`src/rtl/vga_pkg.sv`:
```
// Shared definitions for the VGA scanout block.
// Holds the default 640x480@60 timing set, the colour field widths,
// the fixed border colour and the line-fetch state encoding.
package vga_pkg;

   localparam int H_ACTIVE_D = 640;
   localparam int H_FP_D     = 16;
   localparam int H_SYNC_D   = 96;
   localparam int H_BP_D     = 48;
   localparam int V_ACTIVE_D = 480;
   localparam int V_FP_D     = 10;
   localparam int V_SYNC_D   = 2;
   localparam int V_BP_D     = 29;

   localparam int R_W   = 3;
   localparam int G_W   = 3;
   localparam int B_W   = 2;
   localparam int RGB_W = R_W + G_W + B_W;

   localparam logic [RGB_W-1:0] FG_RGB_D   = 8'b000_111_00;
   localparam logic [RGB_W-1:0] BORDER_RGB = 8'b111_000_00;

   typedef enum logic [1:0] {
      F_IDLE,
      F_REQ,
      F_FULL
   } fetch_st_t;

endpackage

```
`src/rtl/vga_timing.sv`:
```
// Horizontal/vertical raster counters with region and sync decode.
// Ports:
//   dclk, rst_n      pixel clock, async active-low reset
//   h_cnt, v_cnt     current raster position
//   h_last, v_last   position is the last pixel of a line / last line of a frame
//   vis              position is inside the visible window
//   hs_on, vs_on     position is inside the h / v sync pulse
// All decode outputs are combinational from the counters; the caller registers them.
module vga_timing
   import vga_pkg::*;
#(
   parameter int H_ACTIVE = H_ACTIVE_D,
   parameter int H_FP     = H_FP_D,
   parameter int H_SYNC   = H_SYNC_D,
   parameter int H_BP     = H_BP_D,
   parameter int V_ACTIVE = V_ACTIVE_D,
   parameter int V_FP     = V_FP_D,
   parameter int V_SYNC   = V_SYNC_D,
   parameter int V_BP     = V_BP_D,
   localparam int H_TOTAL = H_ACTIVE + H_FP + H_SYNC + H_BP,
   localparam int V_TOTAL = V_ACTIVE + V_FP + V_SYNC + V_BP,
   localparam int HW      = $clog2(H_TOTAL),
   localparam int VW      = $clog2(V_TOTAL)
) (
   input  logic          dclk,
   input  logic          rst_n,
   output logic [HW-1:0] h_cnt,
   output logic [VW-1:0] v_cnt,
   output logic          h_last,
   output logic          v_last,
   output logic          vis,
   output logic          hs_on,
   output logic          vs_on
);

   assign h_last = (h_cnt == HW'(H_TOTAL - 1));
   assign v_last = (v_cnt == VW'(V_TOTAL - 1));

   always_ff @(posedge dclk or negedge rst_n) begin
      if (!rst_n) begin
         h_cnt <= '0;
         v_cnt <= '0;
      end else if (h_last) begin
         h_cnt <= '0;
         v_cnt <= v_last ? '0 : v_cnt + 1'b1;
      end else begin
         h_cnt <= h_cnt + 1'b1;
      end
   end

   assign vis   = (h_cnt < HW'(H_ACTIVE)) && (v_cnt < VW'(V_ACTIVE));
   assign hs_on = (h_cnt >= HW'(H_ACTIVE + H_FP)) && (h_cnt < HW'(H_ACTIVE + H_FP + H_SYNC));
   assign vs_on = (v_cnt >= VW'(V_ACTIVE + V_FP)) && (v_cnt < VW'(V_ACTIVE + V_FP + V_SYNC));

endmodule

```
`src/rtl/vga_scanout.sv`:
```
// 1-bpp line-buffered VGA scanout.
// Fetches the next visible line during horizontal blanking into a back
// buffer, swaps it to the front buffer at end of line, and paints lit
// pixels in FG_RGB. A fetch still pending at end of line is abandoned,
// pulses underrun and blanks the following line.
// Ports:
//   dclk, rst_n             pixel clock, async active-low reset
//   line_req, line_addr     fetch request and requested visible line index
//   line_ack, line_data     fetch completion strobe and 1-bpp line (bit i = x i)
//   hsync, vsync, de        registered syncs and data enable
//   red, grn, blu           registered pixel colour
//   frame_start, underrun   registered one-cycle status pulses
// Optional: define VGA_SCANOUT_BORDER_EN to paint a frame border in BORDER_RGB.
module vga_scanout
   import vga_pkg::*;
#(
   parameter int               H_ACTIVE = H_ACTIVE_D,
   parameter int               H_FP     = H_FP_D,
   parameter int               H_SYNC   = H_SYNC_D,
   parameter int               H_BP     = H_BP_D,
   parameter int               V_ACTIVE = V_ACTIVE_D,
   parameter int               V_FP     = V_FP_D,
   parameter int               V_SYNC   = V_SYNC_D,
   parameter int               V_BP     = V_BP_D,
   parameter logic             SYNC_POL = 1'b0,
   parameter logic [RGB_W-1:0] FG_RGB   = FG_RGB_D,
   parameter int               LINE_AW  = 9
) (
   input  logic                dclk,
   input  logic                rst_n,
   output logic                line_req,
   output logic [LINE_AW-1:0]  line_addr,
   input  logic                line_ack,
   input  logic [H_ACTIVE-1:0] line_data,
   output logic                hsync,
   output logic                vsync,
   output logic [R_W-1:0]      red,
   output logic [G_W-1:0]      grn,
   output logic [B_W-1:0]      blu,
   output logic                de,
   output logic                frame_start,
   output logic                underrun
);

   localparam int H_TOTAL = H_ACTIVE + H_FP + H_SYNC + H_BP;
   localparam int V_TOTAL = V_ACTIVE + V_FP + V_SYNC + V_BP;
   localparam int HW      = $clog2(H_TOTAL);
   localparam int VW      = $clog2(V_TOTAL);
   localparam int XW      = $clog2(H_ACTIVE);

   logic [HW-1:0] h_cnt;
   logic [VW-1:0] v_cnt;
   logic          h_last, v_last, vis, hs_on, vs_on;

   vga_timing #(
      .H_ACTIVE(H_ACTIVE), .H_FP(H_FP), .H_SYNC(H_SYNC), .H_BP(H_BP),
      .V_ACTIVE(V_ACTIVE), .V_FP(V_FP), .V_SYNC(V_SYNC), .V_BP(V_BP)
   ) u_timing (
      .dclk   (dclk),
      .rst_n  (rst_n),
      .h_cnt  (h_cnt),
      .v_cnt  (v_cnt),
      .h_last (h_last),
      .v_last (v_last),
      .vis    (vis),
      .hs_on  (hs_on),
      .vs_on  (vs_on)
   );

   fetch_st_t         st, st_nxt;
   logic [H_ACTIVE-1:0] back_buf, front_buf;
   logic              line_ok;
   logic [VW-1:0]     nxt_line;
   logic              nxt_vis;
   logic              cap_back, ld_from_back, ld_from_data, set_ok, clr_ok, ld_addr, miss;
   logic [RGB_W-1:0]  pix_rgb;

   assign nxt_line = v_last ? '0 : v_cnt + 1'b1;
   assign nxt_vis  = (nxt_line < VW'(V_ACTIVE));
   assign line_req = (st == F_REQ);

   always_ff @(posedge dclk or negedge rst_n) begin
      if (!rst_n) begin
         st        <= F_IDLE;
         line_addr <= '0;
         line_ok   <= 1'b0;
      end else begin
         st <= st_nxt;
         if (ld_addr) line_addr <= nxt_line[LINE_AW-1:0];
         if (set_ok)      line_ok <= 1'b1;
         else if (clr_ok) line_ok <= 1'b0;
      end
   end

   always_comb begin
      st_nxt       = st;
      cap_back     = 1'b0;
      ld_from_back = 1'b0;
      ld_from_data = 1'b0;
      set_ok       = 1'b0;
      clr_ok       = 1'b0;
      ld_addr      = 1'b0;
      miss         = 1'b0;
      case (st)
         F_IDLE: begin
            // Nothing fetched for the coming line: show it blank.
            if (h_last) clr_ok = 1'b1;
            if (h_cnt == HW'(H_ACTIVE) && nxt_vis) begin
               st_nxt  = F_REQ;
               ld_addr = 1'b1;
            end
         end
         F_REQ: begin
            if (h_last) begin
               st_nxt = F_IDLE;
               if (line_ack) begin
                  // Last-moment ack: data goes straight to the front buffer.
                  ld_from_data = 1'b1;
                  set_ok       = 1'b1;
               end else begin
                  miss   = 1'b1;
                  clr_ok = 1'b1;
               end
            end else if (line_ack) begin
               cap_back = 1'b1;
               st_nxt   = F_FULL;
            end
         end
         F_FULL: begin
            if (h_last) begin
               ld_from_back = 1'b1;
               set_ok       = 1'b1;
               st_nxt       = F_IDLE;
            end
         end
         default: st_nxt = F_IDLE;
      endcase
   end

   // Line buffers are pure data; validity is tracked by line_ok.
   always_ff @(posedge dclk) begin
      if (cap_back) back_buf <= line_data;
      if (ld_from_back)      front_buf <= back_buf;
      else if (ld_from_data) front_buf <= line_data;
   end

   always_comb begin
      pix_rgb = '0;
      if (vis && line_ok && front_buf[h_cnt[XW-1:0]]) pix_rgb = FG_RGB;
`ifdef VGA_SCANOUT_BORDER_EN
      if (vis && (h_cnt == '0 || h_cnt == HW'(H_ACTIVE - 1) ||
                  v_cnt == '0 || v_cnt == VW'(V_ACTIVE - 1)))
         pix_rgb = BORDER_RGB;
`endif
   end

   always_ff @(posedge dclk or negedge rst_n) begin
      if (!rst_n) begin
         hsync       <= ~SYNC_POL;
         vsync       <= ~SYNC_POL;
         de          <= 1'b0;
         red         <= '0;
         grn         <= '0;
         blu         <= '0;
         frame_start <= 1'b0;
         underrun    <= 1'b0;
      end else begin
         hsync       <= hs_on ? SYNC_POL : ~SYNC_POL;
         vsync       <= vs_on ? SYNC_POL : ~SYNC_POL;
         de          <= vis;
         {red, grn, blu} <= pix_rgb;
         frame_start <= (h_cnt == '0) && (v_cnt == '0);
         underrun    <= miss;
      end
   end

endmodule

```
`config.mk`:
```
export PLATFORM = sky130hd
export DESIGN_NAME = vga_scanout
export DESIGN_NICKNAME = d
export VERILOG_FILES = /design/src/rtl/vga_pkg.sv /design/src/rtl/vga_timing.sv /design/src/rtl/vga_scanout.sv
export SDC_FILE = /design/constraint.sdc
export NUM_CORES = 1
export LEC_CHECK = 0
export ABC_AREA = 1
export CORE_ASPECT_RATIO = 2
export CORE_MARGIN = 2
export CORE_UTILIZATION = 60
export CTS_CLUSTER_SIZE = 28
export DETAILED_ROUTE_END_ITERATION = 7
export PLACE_DENSITY = 0.82
export RECOVER_POWER = 100
export SLEW_MARGIN = 40
export SYNTH_ARGS = -nofsm -noshare
export SYNTH_HDL_FRONTEND = slang
export SYNTH_HIERARCHICAL = 1
export SYNTH_SLANG_ARGS = --single-unit
export TNS_END_PERCENT = 20
```
`constraint.sdc`:
```
create_clock -name dclk -period 139 [get_ports dclk]
set_clock_uncertainty 0.1 [all_clocks]
set_input_delay 13.9 -clock dclk [delete_from_list [all_inputs] [get_ports dclk]]
set_output_delay 13.9 -clock dclk [all_outputs]
set_load 0.02 [all_outputs]
```
==> results.cfg, run 1 <==
[placement]
gp_congestion = 0.885
io_buffers = 660
place_area_sq_um = 62700
place_hpwl_microns = 91200

[yosys]
ys_types = 50
synthFlopType = edfxtp_1
synth_top_area_share = 0.696
netlist_area_sq_um = 55200
ys_seq_elements = 1318
muxShareOfSynthArea = 0.132
synth_fa_ha_area_frac = 0.00204
synth_compound_area_frac = 0.0262
avgSynthCellArea_sq_um = 14.4
ys_async_sr_fraction = 0.0288
synth_common_cells = 1280 x edfxtp_1, 676 x nand2_1, 640 x mux2_2, 255 x nor2_1, 241 x nand3_1
syn_inst = 3827
synth_area_leaders = edfxtp_1 70%, mux2_2 13%, nand2_1 4.6%
synth_top_cell_by_area = edfxtp_1
seq_area_frac_synth = 0.713
synth_top_family_by_area = multiplexers
synthSimpleGateAreaFrac = 0.0916
yosysMostFrequentCell = edfxtp_1
synth_edf_count = 1280
synth-xor-area-share = 0.00190
ys_warn_count = 6

[hold_path]
hold_depth = 2
whs_endpoint = line_addr[7]
hold_start = line_addr[7]
min_path_type = flop to flop

[timing]
min_period_ns = 26.01
finalSetupViolCount = 0
tns_ns = 0
min_period_over_period = 0.187
tightest_slew_ns = 6.00
rsz0062_at_grt = false
whs_ns = 0.377
slew_viol_final = 1716
max_freq_mhz = 38.4
finalHoldViolCount = 0
relSlewSlack = -3.00

[floorplan]
ios = 666
core_area_sq_um = 91300
die_x_microns = 219
die_h_microns = 433
start_util = 0.605
std_cell_rows = 157
die_area_sq_um = 94700

[power]
vdd_drop_max_mv = 0.0139
p_comb_frac = 0.037
pwr-share-seq = 0.554
internal-power_uw = 629
p_clk_frac = 0.409
power_density_nw_per_um2 = 11.8
netSwitchingPower_uw = 156
power.leakage_uw = 0.0233
netSwitchingFraction = 0.199

[final_layout]
fin_nets = 5100
final_cell_area_sq_um = 66400
area_growth_pct = 20.1
drive_above_1_share = 0.181

[clocking]
cts_buffer_depth = 3
clkLatencyLatePin_ns = 0.73
path_clk_slew_ns = 0.06
cts_buffers = 109
cts_resized = 0
cts_tree = yes
cts_setup_buffers = 0
cts_htree_levels = 3
postCtsHoldBufs = 0
clock_sinks = 1318
root_buffer = clkbuf_16

[setup_path]
critPathCaptureType = flop
reg2reg_depth = 10
crit_path_start_kind = input pin
critPathKind = input pin to flop
ff2ff_setup_slack_ns = 123.15
cp_max_fo = 104
critPathArrivalTime_ns = 26.13
worstPathRequired_ns = 139.12
r2r-start = u_timing/h_cnt[0]
worstReg2RegEnd = front_buf[565]

[routing]
vias_per_cell = 5.85
drt_wl_total_microns = 145000
drtIter0Drc = 3384
vias = 34000
dr.pass1.iters = 5
wl_per_cell_microns = 25.0
ant_nets = 0
drcViolationCount = 0

[global_routing]
antenna_found_initial = 101
grt.overflow.total = 0
grt_max_degree = 164
grt_pass1_vias = 34700
track_usage = 0.304
grt_pass1_wl_microns = 210000

[job]
maxCapViolations = 24

[run_status]
status = finished with violations
violations = capacitance limit, slew limit
## cell type report
| class | instances | area (sq um) |
|---|---|---|
| Antenna cell | 76 | 190 |
| Timing Repair Buffer | 710 | 6980 |
| Tap cell | 1192 | 1490 |
| Sequential cell | 1318 | 39400 |
| Multi-Input combinational cell | 2154 | 14000 |
| Inverter | 155 | 592 |
| Fill cell | 5780 | 25000 |
| Clock buffer | 135 | 2850 |
| Clock inverter | 71 | 865 |
## power groups by stage
stage                     sequential (uW)  clock (uW)  combinational, uW
final                                 435         321               29.1
after global routing                  435         339               31.0
after CTS                             435         324               32.9
after detailed placement              444           0               32.2
after global placement                444           0               31.3
after floorplan                       444           0               8.25
## worst max-delay path: stages
cell	delay, ns
dlygate4sd3_1	0.60
inv_1	0.10
o31ai_1	0.35
clkbuf_1	3.16
clkbuf_1	4.37
clkbuf_1	3.46
## worst max path at each step
stage,start,end,slack (ns),cells past startpoint
final,line_ack,front_buf[565],112.99,6
after global routing,line_ack,front_buf[565],112.17,6
after CTS,line_ack,back_buf[57],122.12,6
after detailed placement,line_ack,back_buf[111],121.32,6
after global placement,line_ack,back_buf[108],121.35,6
after floorplan,line_ack,line_ok,75.49,3
## cells by family (layout without fill, tap and decap cells)
logic type,Yosys count,count (layout)
AOI/OAI and AO/OA,258,258
xor gates and xnor gates,12,12
muxes,648,648
and+or+nand+nor,1222,1222
DFF,1318,1318
other,1,81
adders and majority gates,9,9
buffers and inverters,359,1071
## metal layers
layer,part of all wire,GRT usage,vias up
li1,-,-,15200
met1,0.36,0.374,16700
met2,0.50,0.513,1666
met3,0.091,0.0708,362
met4,0.042,0.136,64
met5,0.0028,0,-
## sequential cells by signal, summed over array words and instances, names as in the netlist, 2 cells and up
register / cells
st: 2
front_buf: 640
u_timing/v_cnt: 10
line_addr: 9
back_buf: 640
u_timing/h_cnt: 10
## through the flow
step                      total power (uW)  cells  worst slack (ns)  utilization
after floorplan                        452   3831             75.49            -
final                                  785   5811            112.99        0.727
after global placement                 475   5521            121.35        0.685
after CTS                              792   5730            122.12        0.727
after detailed placement               476   5524            121.32        0.686
after global routing                   804   5773            112.17        0.726
## cell usage in the layout (no fill, tap or decap), drive strengths merged, types with 67 or more instances in the layout
cell	synthesis	routed
a21oi	67	67
inv	154	155
clkbuf	36	158
dlygate4sd3	0	660
edfxtp	1280	1280
nand3	244	244
o21ai	132	132
nand2	679	679
diode	0	76
mux2	640	640
nor2	267	267
No activity file was read; power rests on OpenSTA's default activity.
==> inputs of run 2 (changes only) <==
--- a/config.mk
+++ b/config.mk
@@ -8,10 +8,10 @@
 export ABC_AREA = 1
 export CORE_ASPECT_RATIO = 2
 export CORE_MARGIN = 2
-export CORE_UTILIZATION = 60
+export CORE_UTILIZATION = 56
 export CTS_CLUSTER_SIZE = 28
 export DETAILED_ROUTE_END_ITERATION = 7
-export PLACE_DENSITY = 0.82
+export PLACE_DENSITY = 0.77
 export RECOVER_POWER = 100
 export SLEW_MARGIN = 40
 export SYNTH_ARGS = -nofsm -noshare
==> constraint.sdc (replaced) <==
create_clock -name dclk -period 24.4 [get_ports dclk]
set_clock_uncertainty 0.1 [all_clocks]
set_input_delay 2.44 -clock dclk [delete_from_list [all_inputs] [get_ports dclk]]
set_output_delay 2.44 -clock dclk [all_outputs]
set_load 0.02 [all_outputs]
==> results.cfg, run 2 (same netlist as run 1, synthesis figures left out) <==
[run_status]
status = finished with violations
violations = capacitance limit, slew limit

[power]
netSwitchingPower_uw = 903
p_clk_frac = 0.414
p_comb_frac = 0.037
internal-power_uw = 3610
power.leakage_uw = 0.0233
netSwitchingFraction = 0.200
pwr-share-seq = 0.549
vdd_drop_max_mv = 0.0807
finalPower_uw = 4510
power_density_nw_per_um2 = 68.0

[setup_path]
worstPathRequired_ns = 24.50
r2r-start = u_timing/h_cnt[2]
endpoint = front_buf[107]
critPathArrivalTime_ns = 13.61
critPathKind = flop to flop
critPathCaptureType = flop
worstReg2RegEnd = front_buf[107]
reg2reg_depth = 9
cp_max_fo = 105
crit_path_start_kind = flop
ff2ff_setup_slack_ns = 10.89
crit_start = u_timing/h_cnt[2]

[final_layout]
final_core_util = 0.675
regArea_sq_um = 39400
fillCellCount = 6982
drive_above_1_share = 0.186
final_cell_area_sq_um = 66400
area_growth_pct = 20.2
layout_commonest_cell = edfxtp_1
multiInputGateArea_sq_um = 14000
fin_nets = 5096
final_cell_mix = 1280 x edfxtp_1, 676 x nand2_1, 659 x dlygate4sd3_1
largest_registers = back_buf: 640 flops, front_buf: 640 flops

[global_routing]
grt.overflow.total = 0
track_usage = 0.283
antenna_found_initial = 54
grt_max_degree = 169
grt_pass1_wl_microns = 210000
grt_pass1_vias = 34100

[timing]
finalHoldViolCount = 0
tightest_slew_ns = 5.58
slew_viol_final = 1999
rsz0062_at_grt = false
relSlewSlack = -2.72
finalSetupViolCount = 0
min_period_over_period = 0.554
min_period_ns = 13.51
max_freq_mhz = 74.0

[floorplan]
die_h_microns = 448
std_cell_rows = 163
die_x_microns = 226
die_area_sq_um = 101000
core_area_sq_um = 98300
ios = 666
start_util = 0.562

[routing]
dr.pass1.iters = 5
drcViolationCount = 0
vias_per_cell = 5.72
dr.max_layer_used = met5
drt_wl_total_microns = 145000
wl_per_cell_microns = 24.5
routed-wl-met3_microns = 11400
ant_nets = 0
vias = 33700
dr_wl_met2_microns = 72100
m1WireLength_microns = 55000
drtIter0Drc = 3243

[clocking]
path_clk_slew_ns = 0.07
postCtsHoldBufs = 0
cts_htree_levels = 3
cts_setup_buffers = 0
cts_buffer_depth = 3
cts_buffers = 110
cts_resized = 0
cts_tree = yes
root_buffer = clkbuf_16
clkLatencyLatePin_ns = 0.74
clock_sinks = 1318

[placement]
place_area_sq_um = 62900
place_hpwl_microns = 92200
gp_congestion = 0.883
io_buffers = 660

[job]
maxCapViolations = 33

[hold_path]
min_path_type = flop to flop
## run 2: cell types whose count changed in the layout (fill, tap and decap cells not counted), sizes merged
cell         change
dlygate4sd3      -1
bufinv           +2
buf             -10
clkbuf           -1
clkinvlp         -4
inv              +8
clkinv           +2
diode           -45
## run 2: worst min-delay path by stage
stage	depth (start not counted)	startpoint	end	slack [ns]
after floorplan	2	st[0]	st[0]	0.37
after global placement	2	line_addr[8]	line_addr[8]	0.36
after detailed placement	2	line_addr[2]	line_addr[2]	0.37
after CTS	2	line_addr[2]	line_addr[2]	0.38
after global routing	2	line_addr[0]	line_addr[0]	0.42
final	2	line_addr[2]	line_addr[2]	0.38
## run 2: power by group through the flow
stage	logic, uW	registers, uW	clock network [uW]
CTS	189	2480	1900
detailed placement	186	2530	0
global route	178	2480	1970
floorplan	47.0	2530	0
finish	168	2480	1870
global placement	182	2530	0
## run 2: through the flow
step	TNS, ns	std cells	setup WS (ns)	hold WS (ns)
after floorplan	-2448.83	3831	-3.83	0.370
after global placement	0	5646	17.85	0.365
after detailed placement	0	5651	18.27	0.368
after CTS	0	5858	19.02	0.384
after global routing	0	5876	9.53	0.417
final	0	5890	10.89	0.379
## run 2: final cells by class
| class | instances | share of cell area |
|---|---|---|
| inverter | 155 | 0.00908 |
| clock inverter | 79 | 0.0138 |
| tap | 1320 | 0.0249 |
| timing repair buffer | 705 | 0.104 |
| antenna | 31 | 0.00117 |
| sequential | 1318 | 0.593 |
| clock buffer | 128 | 0.0428 |
| multi-input combinational | 2154 | 0.211 |
## run 2: per-layer routing
| metal | vias to the layer above | global-route usage |
|---|---|---|
| met4 | 40 | 0.115 |
| met2 | 1485 | 0.475 |
| met3 | 306 | 0.0573 |
| met1 | 16700 | 0.362 |
| met5 | - | 0 |
| li1 | 15100 | - |
## run 2: worst max-delay path, stage by stage (launching register included)
cell and delay (ns):
dfrtp_1 1.35, nand2_1 0.17, inv_1 0.18, nand3_1 0.09
nor2_1 0.39, nand2_1 1.53, o31ai_1 0.55, clkbuf_1 1.87
clkbuf_1 2.52, clkbuf_1 4.07
